===== src/rtl/cmp_rr_sched_pkg.sv =====
// Shared types and defaults for the round-robin compare scheduler.
// Imported by the scheduler top and its comparator.
package cmp_rr_sched_pkg;

    localparam int DEF_WIDTH = 5;
    localparam int DEF_N_REQ = 4;

    typedef enum logic {
        ST_IDLE = 1'b0,
        ST_BUSY = 1'b1
    } state_e;

endpackage


===== src/rtl/cmp_rr_sched_mag_cmp.sv =====
// Unsigned magnitude comparator, purely combinational.
// Exactly one of g/l/e is high for any operand pair.
module mag_cmp
    import cmp_rr_sched_pkg::*;
#(
    parameter int WIDTH = DEF_WIDTH
) (
    input  logic [WIDTH-1:0] a,
    input  logic [WIDTH-1:0] b,
    output logic             g,
    output logic             l,
    output logic             e
);

    assign g = (a > b);
    assign l = (a < b);
    assign e = (a == b);

endmodule


===== src/rtl/cmp_rr_sched.sv =====
// Round-robin scheduler sharing one registered-operand comparator
// among N_REQ requesters; one compare per two cycles at peak.
module cmp_rr_sched
    import cmp_rr_sched_pkg::*;
#(
    parameter int N_REQ = DEF_N_REQ,
    parameter int WIDTH = DEF_WIDTH,
    parameter int ID_W  = 2
) (
    input  logic                   clk,
    input  logic                   rst_n,
    input  logic [N_REQ-1:0]       req,
    input  logic [N_REQ*WIDTH-1:0] a_in,
    input  logic [N_REQ*WIDTH-1:0] b_in,
    output logic [N_REQ-1:0]       gnt,
    output logic                   busy,
    output logic                   done,
    output logic [ID_W-1:0]        done_id,
    output logic                   res_g,
    output logic                   res_l,
    output logic                   res_e
);

    state_e            state_q, state_d;
    logic [ID_W-1:0]   ptr_q, ptr_d;
    logic [ID_W-1:0]   cur_id_q, cur_id_d;
    logic [WIDTH-1:0]  opa_q, opa_d;
    logic [WIDTH-1:0]  opb_q, opb_d;
    logic [N_REQ-1:0]  gnt_q, gnt_d;
    logic              done_q, done_d;
    logic [ID_W-1:0]   done_id_q, done_id_d;
    logic              res_g_q, res_g_d;
    logic              res_l_q, res_l_d;
    logic              res_e_q, res_e_d;

    logic              cmp_g, cmp_l, cmp_e;
    logic              win_found;
    logic [ID_W-1:0]   win_id;
    logic [ID_W-1:0]   idx;

    mag_cmp #(.WIDTH(WIDTH)) u_cmp (
        .a (opa_q),
        .b (opb_q),
        .g (cmp_g),
        .l (cmp_l),
        .e (cmp_e)
    );

    // Scan from the farthest offset down so the nearest hit to ptr wins.
    always_comb begin
        win_found = 1'b0;
        win_id    = '0;
        idx       = '0;
        for (int i = N_REQ - 1; i >= 0; i--) begin
            idx = ID_W'((int'(ptr_q) + i) % N_REQ);
            if (req[idx]) begin
                win_found = 1'b1;
                win_id    = idx;
            end
        end
    end

    always_comb begin
        state_d   = state_q;
        ptr_d     = ptr_q;
        cur_id_d  = cur_id_q;
        opa_d     = opa_q;
        opb_d     = opb_q;
        gnt_d     = '0;
        done_d    = 1'b0;
        done_id_d = done_id_q;
        res_g_d   = res_g_q;
        res_l_d   = res_l_q;
        res_e_d   = res_e_q;
        unique case (state_q)
            ST_IDLE: begin
                if (win_found) begin
                    opa_d    = a_in[win_id*WIDTH +: WIDTH];
                    opb_d    = b_in[win_id*WIDTH +: WIDTH];
                    cur_id_d = win_id;
                    gnt_d    = N_REQ'(1) << win_id;
                    ptr_d    = (win_id == ID_W'(N_REQ - 1))
                             ? '0 : win_id + 1'b1;
                    state_d  = ST_BUSY;
                end
            end
            ST_BUSY: begin
                res_g_d   = cmp_g;
                res_l_d   = cmp_l;
                res_e_d   = cmp_e;
                done_id_d = cur_id_q;
                done_d    = 1'b1;
                state_d   = ST_IDLE;
            end
        endcase
    end

    always_ff @(posedge clk or negedge rst_n) begin
        if (!rst_n) begin
            state_q   <= ST_IDLE;
            ptr_q     <= '0;
            cur_id_q  <= '0;
            opa_q     <= '0;
            opb_q     <= '0;
            gnt_q     <= '0;
            done_q    <= 1'b0;
            done_id_q <= '0;
            res_g_q   <= 1'b0;
            res_l_q   <= 1'b0;
            res_e_q   <= 1'b0;
        end else begin
            state_q   <= state_d;
            ptr_q     <= ptr_d;
            cur_id_q  <= cur_id_d;
            opa_q     <= opa_d;
            opb_q     <= opb_d;
            gnt_q     <= gnt_d;
            done_q    <= done_d;
            done_id_q <= done_id_d;
            res_g_q   <= res_g_d;
            res_l_q   <= res_l_d;
            res_e_q   <= res_e_d;
        end
    end

    assign gnt     = gnt_q;
    assign busy    = (state_q == ST_BUSY);
    assign done    = done_q;
    assign done_id = done_id_q;
    assign res_g   = res_g_q;
    assign res_l   = res_l_q;
    assign res_e   = res_e_q;

endmodule


===== config.mk =====
export PLATFORM = sky130hd
export DESIGN_NAME = cmp_rr_sched
export DESIGN_NICKNAME = d
export VERILOG_FILES = /design/src/rtl/cmp_rr_sched_pkg.sv /design/src/rtl/cmp_rr_sched_mag_cmp.sv /design/src/rtl/cmp_rr_sched.sv
export SDC_FILE = /design/constraint.sdc
export NUM_CORES = 1
export LEC_CHECK = 0
export ABC_AREA = 0
export CAP_MARGIN = 20
export CORE_ASPECT_RATIO = 1.2
export CORE_UTILIZATION = 43
export CTS_CLUSTER_SIZE = 28
export DETAILED_ROUTE_END_ITERATION = 16
export PLACE_DENSITY = 0.8
export SYNTH_ARGS = -nofsm -noshare
export SYNTH_HDL_FRONTEND = slang
export SYNTH_HIERARCHICAL = 1
export SYNTH_SLANG_ARGS = --single-unit

===== constraint.sdc =====
create_clock -name clk -period 2.1 [get_ports clk]
set_clock_uncertainty 0.1 [all_clocks]
set_input_delay 0.315 -clock clk [delete_from_list [all_inputs] [get_ports clk]]
set_output_delay 0.315 -clock clk [all_outputs]
set_load 0.01 [all_outputs]

After elaboration in Yosys (flattened, before gate mapping)
Index checks and enable logic that the tools add are counted.
{"block": "totals", "register_bits": 25, "latch_bits": 0, "mem_bits_rw": 0, "mem_bits_ro": 0, "in_bits": 46, "out_inout_bits": 11, "memories": 0}
{"block": "op_classes", "add_sub_neg": 4, "mul": 1, "div": 0, "n_lt_le_gt_ge": 6, "eq_ne": 2, "shift": 3, "n_mux": 22, "bitwise_logic": 1, "n_reduce_logical": 1}
{"operator": "indexed part select 20 x 6 -> 5 bit", "n": 2}
{"operator": "less-than comparator 2 x 3 -> 1 bit (second input constant)", "n": 4}
{"operator": "two-way mux 1 bit", "n": 10}
{"operator": "two-way mux 2 bit", "n": 5}
{"operator": "binary-select mux 1 bit (select 2 bit)", "n": 4}
{"operator": "two-way mux 4 bit", "n": 2}
{"operator": "equality test 5 bit", "n": 1}
{"operator": "> comparator 5 bit", "n": 1}
{"operator": "less-than comparator 5 bit", "n": 1}
{"operator": "multiplier 2 x 3 -> 5 bit (second input constant)", "n": 1}
{"operator": "adder 2 x 1 -> 2 bit (second input constant)", "n": 2}
{"operator": "adder 2 bit (second input constant)", "n": 2}
{"operator": "left shift 1 x 2 -> 4 bit (first input constant)", "n": 1}
{"operator": "equality test 2 bit (second input constant)", "n": 1}
{"operator": "one-hot mux 1 bit (2 select lines)", "n": 1}
{"operator": "AND reduction 2 bit", "n": 1}
{"operator": "inverter 1 bit", "n": 1}

Depth between registers and ports, before layout
{"block": "logic_depth", "ltp_word": 10, "mapped_depth": 9}

Cells and area by module
Netlist, hierarchy kept.
{"mod": "cmp_rr_sched", "n_inst": 1, "cells_per_inst": 111, "area_each_um2": 1248.7}
{"mod": "mag_cmp", "n_inst": 1, "cells_per_inst": 20, "area_each_um2": 142.6}

Worst setup path after synthesis
OpenSTA, ideal clock, no wires.
{"block": "synth_timing", "path_kind": "reg-to-reg", "startpoint": "reg ptr_q[0]", "endpoint": "reg ptr_q[1]", "setup_time_ns": 0.116, "arrival_time_ns": 1.435, "required_ns": 1.884, "path_slack_ns": 0.448, "path_stages_with_launch": 10, "path_buffers": 2, "cell_sequence": "dfrtp_1 -> nand2b_1 -> a21oi_1 -> a211o_1 -> buf_6 -> buf_6 -> inv_1 -> ha_1 -> nand2_1 -> nand2_1"}
{"block": "synth_between", "elab_chain_len": 9, "word_cells_on_any_way": 23}
{"item": "start, declared", "line": "cmp_rr_sched.sv:25", "text": "logic [ID_W-1:0] ptr_q, ptr_d;"}
{"item": "start signal, assigned", "line": "cmp_rr_sched.sv:113", "text": "ptr_q <= ptr_d;"}
{"item": "adder 2 bit", "line": "cmp_rr_sched.sv:55", "text": "idx = ID_W'((int'(ptr_q) + i) % N_REQ);"}
{"item": "binary-select mux 1 bit (select 2 bit)", "line": "cmp_rr_sched.sv:56", "text": "if (req[idx]) begin"}
{"item": "two-way mux 1 bit (not written as such)", "line": "cmp_rr_sched.sv:56"}
{"item": "two-way mux 2 bit (4 in a row)", "line": "cmp_rr_sched.sv:56"}
{"item": "adder 2 x 1 -> 2 bit / equality test 2 bit (equally long branches)", "line": "cmp_rr_sched.sv:83, cmp_rr_sched.sv:82"}
{"item": "two-way mux 2 bit", "line": "cmp_rr_sched.sv:83", "text": "? '0 : win_id + 1'b1;"}
Parallel ways exist; a longest one is shown, timed or not. The select of a mux whose other input is x is not followed.
A chain may end at the register's enable or synchronous reset.

Final worst setup path
{"block": "layout_timing", "startpoint": "reg state_q, in the netlist busy", "endpoint": "out busy"}
{"item": "start, declared", "line": "cmp_rr_sched.sv:24", "text": "state_e state_q, state_d;"}
{"item": "start signal, assigned", "line": "cmp_rr_sched.sv:112", "text": "state_q <= state_d;"}
{"item": "end, declared", "line": "cmp_rr_sched.sv:16", "text": "output logic busy,"}
No word-level cell between the ends.

==> impl_results.md <==
- WP buf/inv: 1
- NumNets Final: 241
- Slew @ Worst Pin: 0.375 ns
- Met3 global-route usage: 0.0262
- CP required: 1.68 ns
- Cts bufs inserted: 3
- Max transition margin: 0.749
- Tcrit/Tclk final: 0.895
- RSZ-0062 raised after global routing: false
- Number of hold buffers added after CTS: 0
- Max Freq: 532 MHz
- CTS clk-pin slew, worst paths: around 0.13 ns
- Pre-CTS WS: -0.0216 ns
- Simple-gate portion of the synthesized area: 0.109
- Leading area contributor after synthesis: dfrtp_1
- Core area: approximately 3100 µm²
- Number of H-tree levels: 1
- Clock sinks: 25
- Setup Viol. Count Final: 0
- Setup TNS: 0 ns
- Slowest-stage cell, CP: clkdlybuf4s50_1
- Crit path capture type: output port
- CP top delay family: buffers and inverters
- Met1 usage: 0.232
- Routed vias: 1198
- Worst path cell trace: clkdlybuf4s50_1
- Synth Warn #: 6
- Leak: 0.948 nW
- HP Class: input pin to async pin
- Worst Hold Slack: 0.234 ns
- First-pass GRT wire length: 4810 µm
- R2R Path End: opb_q[4]
- Vias in the first global route: 1137
- Worst-case reg-to-reg path depth: 6
- Cell variety after synth: 31
- Post-Place Cells: 220
- CTS root buf: clkbuf_4
- Clk_lat worst skew: 0.32 ns
- Post-synthesis compound-gate area fraction: 0.129
- DR WL/cell: 13.4 µm
- Crit start category: flop
- Synth Area in Adders: 0.0540
- First-pass DRT Iterations: 4
- Reg2reg setup slack: 0.37 ns
- Critical path type: flop to output port
- Post-synthesis mux area share: 0.184
- Vias per cell: approximately 5.3
- Post-CTS sizing: 0
- Clock Path Buffers: 2
- Status: finished, final reports clean
- I/O pin total: 57
- Yosys top cell area share: 0.450
- Area Overhead vs Synth: 45.3%
- Post-Synth XOR/XNOR Area: 0
- Starting Density: 0.451
- Seq/Total Area, Yosys: 0.450
- Worst r2r src: ptr_q[0]
- # Max-Cap Violations: 0
- Die area: about 3500 µm²
- Largest family of logic cells by synthesized area: multiplexers
- Data arrival, critical path: 1.46 ns
- Final Max Tran Viols: 0
- Final ANT Viol Nets: 0
- Row count: 22
- Synth Area per Inst: 10.6 µm²
- Ranking of synthesized cells by area: dfrtp_1 45%, mux2i_1 14%, o221ai_1 6.3%, ha_1 5.4%, nand2_1 4.9%
- Fin cells: 224
- Setup Buffers After CTS: 0
- Chip width: approximately 54 µm
- Starting DRC count in detailed routing: 27
- DRC viols: 0
- Synth Instances: roughly 130
- Synth Flop Type: dfrtp_1
- Placer Congestion: about 0.8
- WL final: approximately 3000 µm
- Detailed Place HPWL: 2430 µm
- GRT Total Usage: 0.193
- CP Depth: 1
- N_diodes: 0
- Mapped Area: about 1400 µm²
- Initial antenna violation count: 0
- Die height: 64.3 µm
- Grt total ovfl: 0
- GRT Max-Usage Layer: met2
- CP max FO: 8
- Setup WS post-layout: approximately 0.22 ns
- Minimum clock period after layout: 1.88 ns
- Ratio of cells with drive above 1 in the final layout: 0.106
- Mapped Nets: 183
- Largest net degree at the start of global routing: 26
- VDD IR max: about 0.00056 V
- P per Cell Area: 1090 nW/µm²
- FF+latch count, synth: 25
- Clock tree from TritonCTS: yes
- Largest stage delay, worst path: around 0.60 ns
- Port bufs: 56
- Met2 Use GR: 0.323
- Fraction of registers with async set/reset: 1.00
- Number of enable flip-flop cells after synthesis: 0
- Fin. Hold Viols: 0
==> power by group <==
group,switching [mW],leakage [nW],internal (mW)
combinational,0.547,0.620,0.654
sequential,0.119,0.310,0.681
clock,0.140,0.0177,0.0713
==> Yosys cell counts, drive strengths merged, types with 2 or more instances <==
cell type   n
dfrtp      25
mux2i      20
nand2      18
inv        10
o221ai     10
buf         7
ha          6
nor2        6
a21oi       5
mux2        5
nand2b      4
a21o        2
nor3        2
o21ai       2
o22ai       2
==> cells in the final DEF, fill, tap and decap left out, types with 3 or more instances in the layout <==
| cell type | instances |
|---|---|
| clkdlybuf4s50_1 | 56 |
| dfrtp_1 | 25 |
| mux2i_1 | 20 |
| nand2_1 | 18 |
| o221ai_1 | 10 |
| inv_1 | 9 |
| ha_1 | 6 |
| nor2_1 | 5 |
| mux2_2 | 5 |
| nand2b_1 | 4 |
| a21oi_1 | 4 |
| clkbuf_4 | 3 |
| buf_4 | 3 |
==> per-layer routing <==
layer  vias up  wire length [µm]
met5         -                 0
met4         0                64
met3         6               169
met2        49              1640
met1       567              1130
li1        576                 -
==> flip-flops by register name (all words and copies together) (netlist names), 2 cells and up <==
name      cells
opb_q         5
ptr_q         2
gnt           4
opa_q         5
done_id       2
cur_id_q      2
==> worst max path at each step <==
stage	end	slack, ns	start
floorplan	ptr_q[1]	0.45	ptr_q[0]
global placement	opb_q[4]	0.05	req[1]
detailed placement	opb_q[4]	-0.02	req[1]
CTS	busy	0.19	busy
global route	busy	0.15	busy
finish	busy	0.22	busy
==> per-stage QoR <==
stage	utilization	total power, mW	area [µm²]
floorplan	-	1.61	1390
global placement	0.647	1.96	1990
detailed placement	0.647	2.02	1990
CTS	0.656	2.23	2020
global route	0.656	2.40	2020
finish	0.656	2.21	2020
==> area by class of cell <==
| cell class | count | area (µm²) |
|---|---|---|
| fill | 265 | 1060 |
| multi-input combinational | 88 | 663 |
| sequential | 25 | 626 |
| timing repair buffer | 61 | 623 |
| tap | 36 | 45.0 |
| inverter | 10 | 37.5 |
| clock buffer | 3 | 22.5 |
| clock inverter | 1 | 5.00 |
==> cell families (layout without fill, tap and decap cells) <==
kind of cell / Yosys count / in the layout
buf+inv: 18 / 75
compound gates: 23 / 23
simple gates: 34 / 34
mux: 25 / 25
fa+ha+maj: 6 / 6
flops: 25 / 25
Note: power is estimated with default switching activity, not from simulation.
==> edit: new RTL, same flow settings <==
Take the reset off `opa_q` and load it in a clocked block of its own.
--- a/src/rtl/cmp_rr_sched.sv
+++ b/src/rtl/cmp_rr_sched.sv
@@ -101,5 +101,4 @@
             ptr_q     <= '0;
             cur_id_q  <= '0;
-            opa_q     <= '0;
             opb_q     <= '0;
             gnt_q     <= '0;
@@ -113,5 +112,4 @@
             ptr_q     <= ptr_d;
             cur_id_q  <= cur_id_d;
-            opa_q     <= opa_d;
             opb_q     <= opb_d;
             gnt_q     <= gnt_d;
@@ -122,4 +120,8 @@
             res_e_q   <= res_e_d;
         end
+    end
+
+    always_ff @(posedge clk) begin
+        opa_q <= opa_d;
     end
 
Check against the original RTL: same outputs for any inputs over 10 cycles, from zero or initial values and one cycle with rst_n low; that may be too few to reach the edited logic, so the function may still have changed.
==> edit against the unedited design <==
- routed wire length shrank 6.4%
- setup slack better by 0.021 ns
- largest power group unchanged
- area after synthesis is 0.54% higher
- highest routed layer unchanged
- total power fell by 5.3%
- sequential power is 0.5% higher
- clock power decreased by 2%
- sequential cell count is the same
- core utilization rose by 0.77 points
- final area grew 1.2%
- critical endpoint is now opa_q[3]
==> edit: results (changes against the unedited design) <==
\begin{tabular}{lr}
\hline
Metric & Value \\
\hline
\multicolumn{2}{l}{\textbf{Cells and area}} \\
Layout multi-input combinational cell count & 82 (was 88) \\
Proportion of cell area occupied by multi-input gates & 32.29\% (was 32.80\%) \\
Final std cells w/o fill & 220 (was 224) \\
Non-clock buffers, area share & 30.58\% (was 30.82\%) \\
Clock buffer cells & 4 (was 3) \\
\multicolumn{2}{l}{\textbf{Placed design}} \\
Routability Congestion & 0.7469 (was 0.8014) \\
Pre-CTS worst setup slack & -0.09957 ns (was -0.02159 ns) \\
\multicolumn{2}{l}{\textbf{STA}} \\
Slew HR & 76.93\% (was 74.92\%) \\
Worst hold slack & 0.2218 ns (was 0.2340 ns) \\
Final worst setup slack & 0.2420 ns (was 0.2215 ns) \\
\multicolumn{2}{l}{\textbf{Routing}} \\
Final wirelength & 2807 um (was 3000 um) \\
Drt initial violations & 25 (was 27) \\
Number of vias after detailed routing & 1,121 (was 1,198) \\
\multicolumn{2}{l}{\textbf{Yosys}} \\
Netlist cell types & 29 (was 31) \\
Adder-cell area share of the yosys netlist & 5.367\% (was 5.396\%) \\
Number of enable-type register cells in the synthesized netlist & 5 (was 0) \\
Proportion of synthesized area in mux cells & 21.91\% (was 18.44\%) \\
Most common library cells after synthesis & sky130\_fd\_sc\_hd\_\_mux2i\_1, sky130\_fd\_sc\_hd\_\_dfrtp\_1, sky130\_fd\_sc\_hd\_\_nand2\_1, sky130\_fd\_sc\_hd\_\_inv\_1, sky130\_fd\_sc\_hd\_\_nor2\_1 (was sky130\_fd\_sc\_hd\_\_dfrtp\_1, sky130\_fd\_sc\_hd\_\_mux2i\_1, sky130\_fd\_sc\_hd\_\_nand2\_1, sky130\_fd\_sc\_hd\_\_o221ai\_1, sky130\_fd\_sc\_hd\_\_inv\_1) \\
Mapped Nets & 174 (was 183) \\
\multicolumn{2}{l}{\textbf{Critical path}} \\
Endpoint of the lowest-slack register-to-register path & opa\_q[3] (was opb\_q[4]) \\
Maximum net fanout on the critical path & 24 (was 8) \\
Arrival time at the worst endpoint & 1.82 ns (was 1.46 ns) \\
Max incr delay on CP & 0.47 ns (was 0.60 ns) \\
\multicolumn{2}{l}{\textbf{Status}} \\
Result of the run & finished clean (unchanged) \\
\multicolumn{2}{l}{\textbf{Pwr}} \\
Static power due to leakage & 0.9297 nW (was 0.9477 nW) \\
\multicolumn{2}{l}{\textbf{GRT}} \\
Gr usage total & 18.76\% (was 19.28\%) \\
Wire length of the first global-routing pass & 4864 um (was 4809 um) \\
Via count of the first global-routing pass & 1,198 (was 1,137) \\
\hline
\end{tabular}
[edit: cell types whose count changed after synthesis, moves of 2 or more]
cell / delta
sky130_fd_sc_hd__edfxtp_1: +5
sky130_fd_sc_hd__nand2_1: -6
sky130_fd_sc_hd__o221ai_1: -5
sky130_fd_sc_hd__dfrtp_1: -5
sky130_fd_sc_hd__buf_2: -3
sky130_fd_sc_hd__nor2_1: +2
sky130_fd_sc_hd__mux2i_1: +5
sky130_fd_sc_hd__nor3_1: -2
[edit: kinds of logic after synthesis]
group / Yosys count
adders and majority gates: 6
AOI/OAI and AO/OA: 18
buffers and inverters: 15
and+or+nand+nor: 28
DFF: 25
muxes: 30
[edit: where the power goes]
group	internal, mW	switching [mW]	leakage [nW]
clock network	0.0741	0.133	0.0150
logic	0.602	0.483	0.617
registers	0.693	0.111	0.297
total	1.37	0.728	0.930
[edit: metal layers]
layer	GRT usage [%]	routed length, um
met1	22.22	1125
met2	33.49	1536
met3	3.521	132
met4	4.808	12
met5	0	0
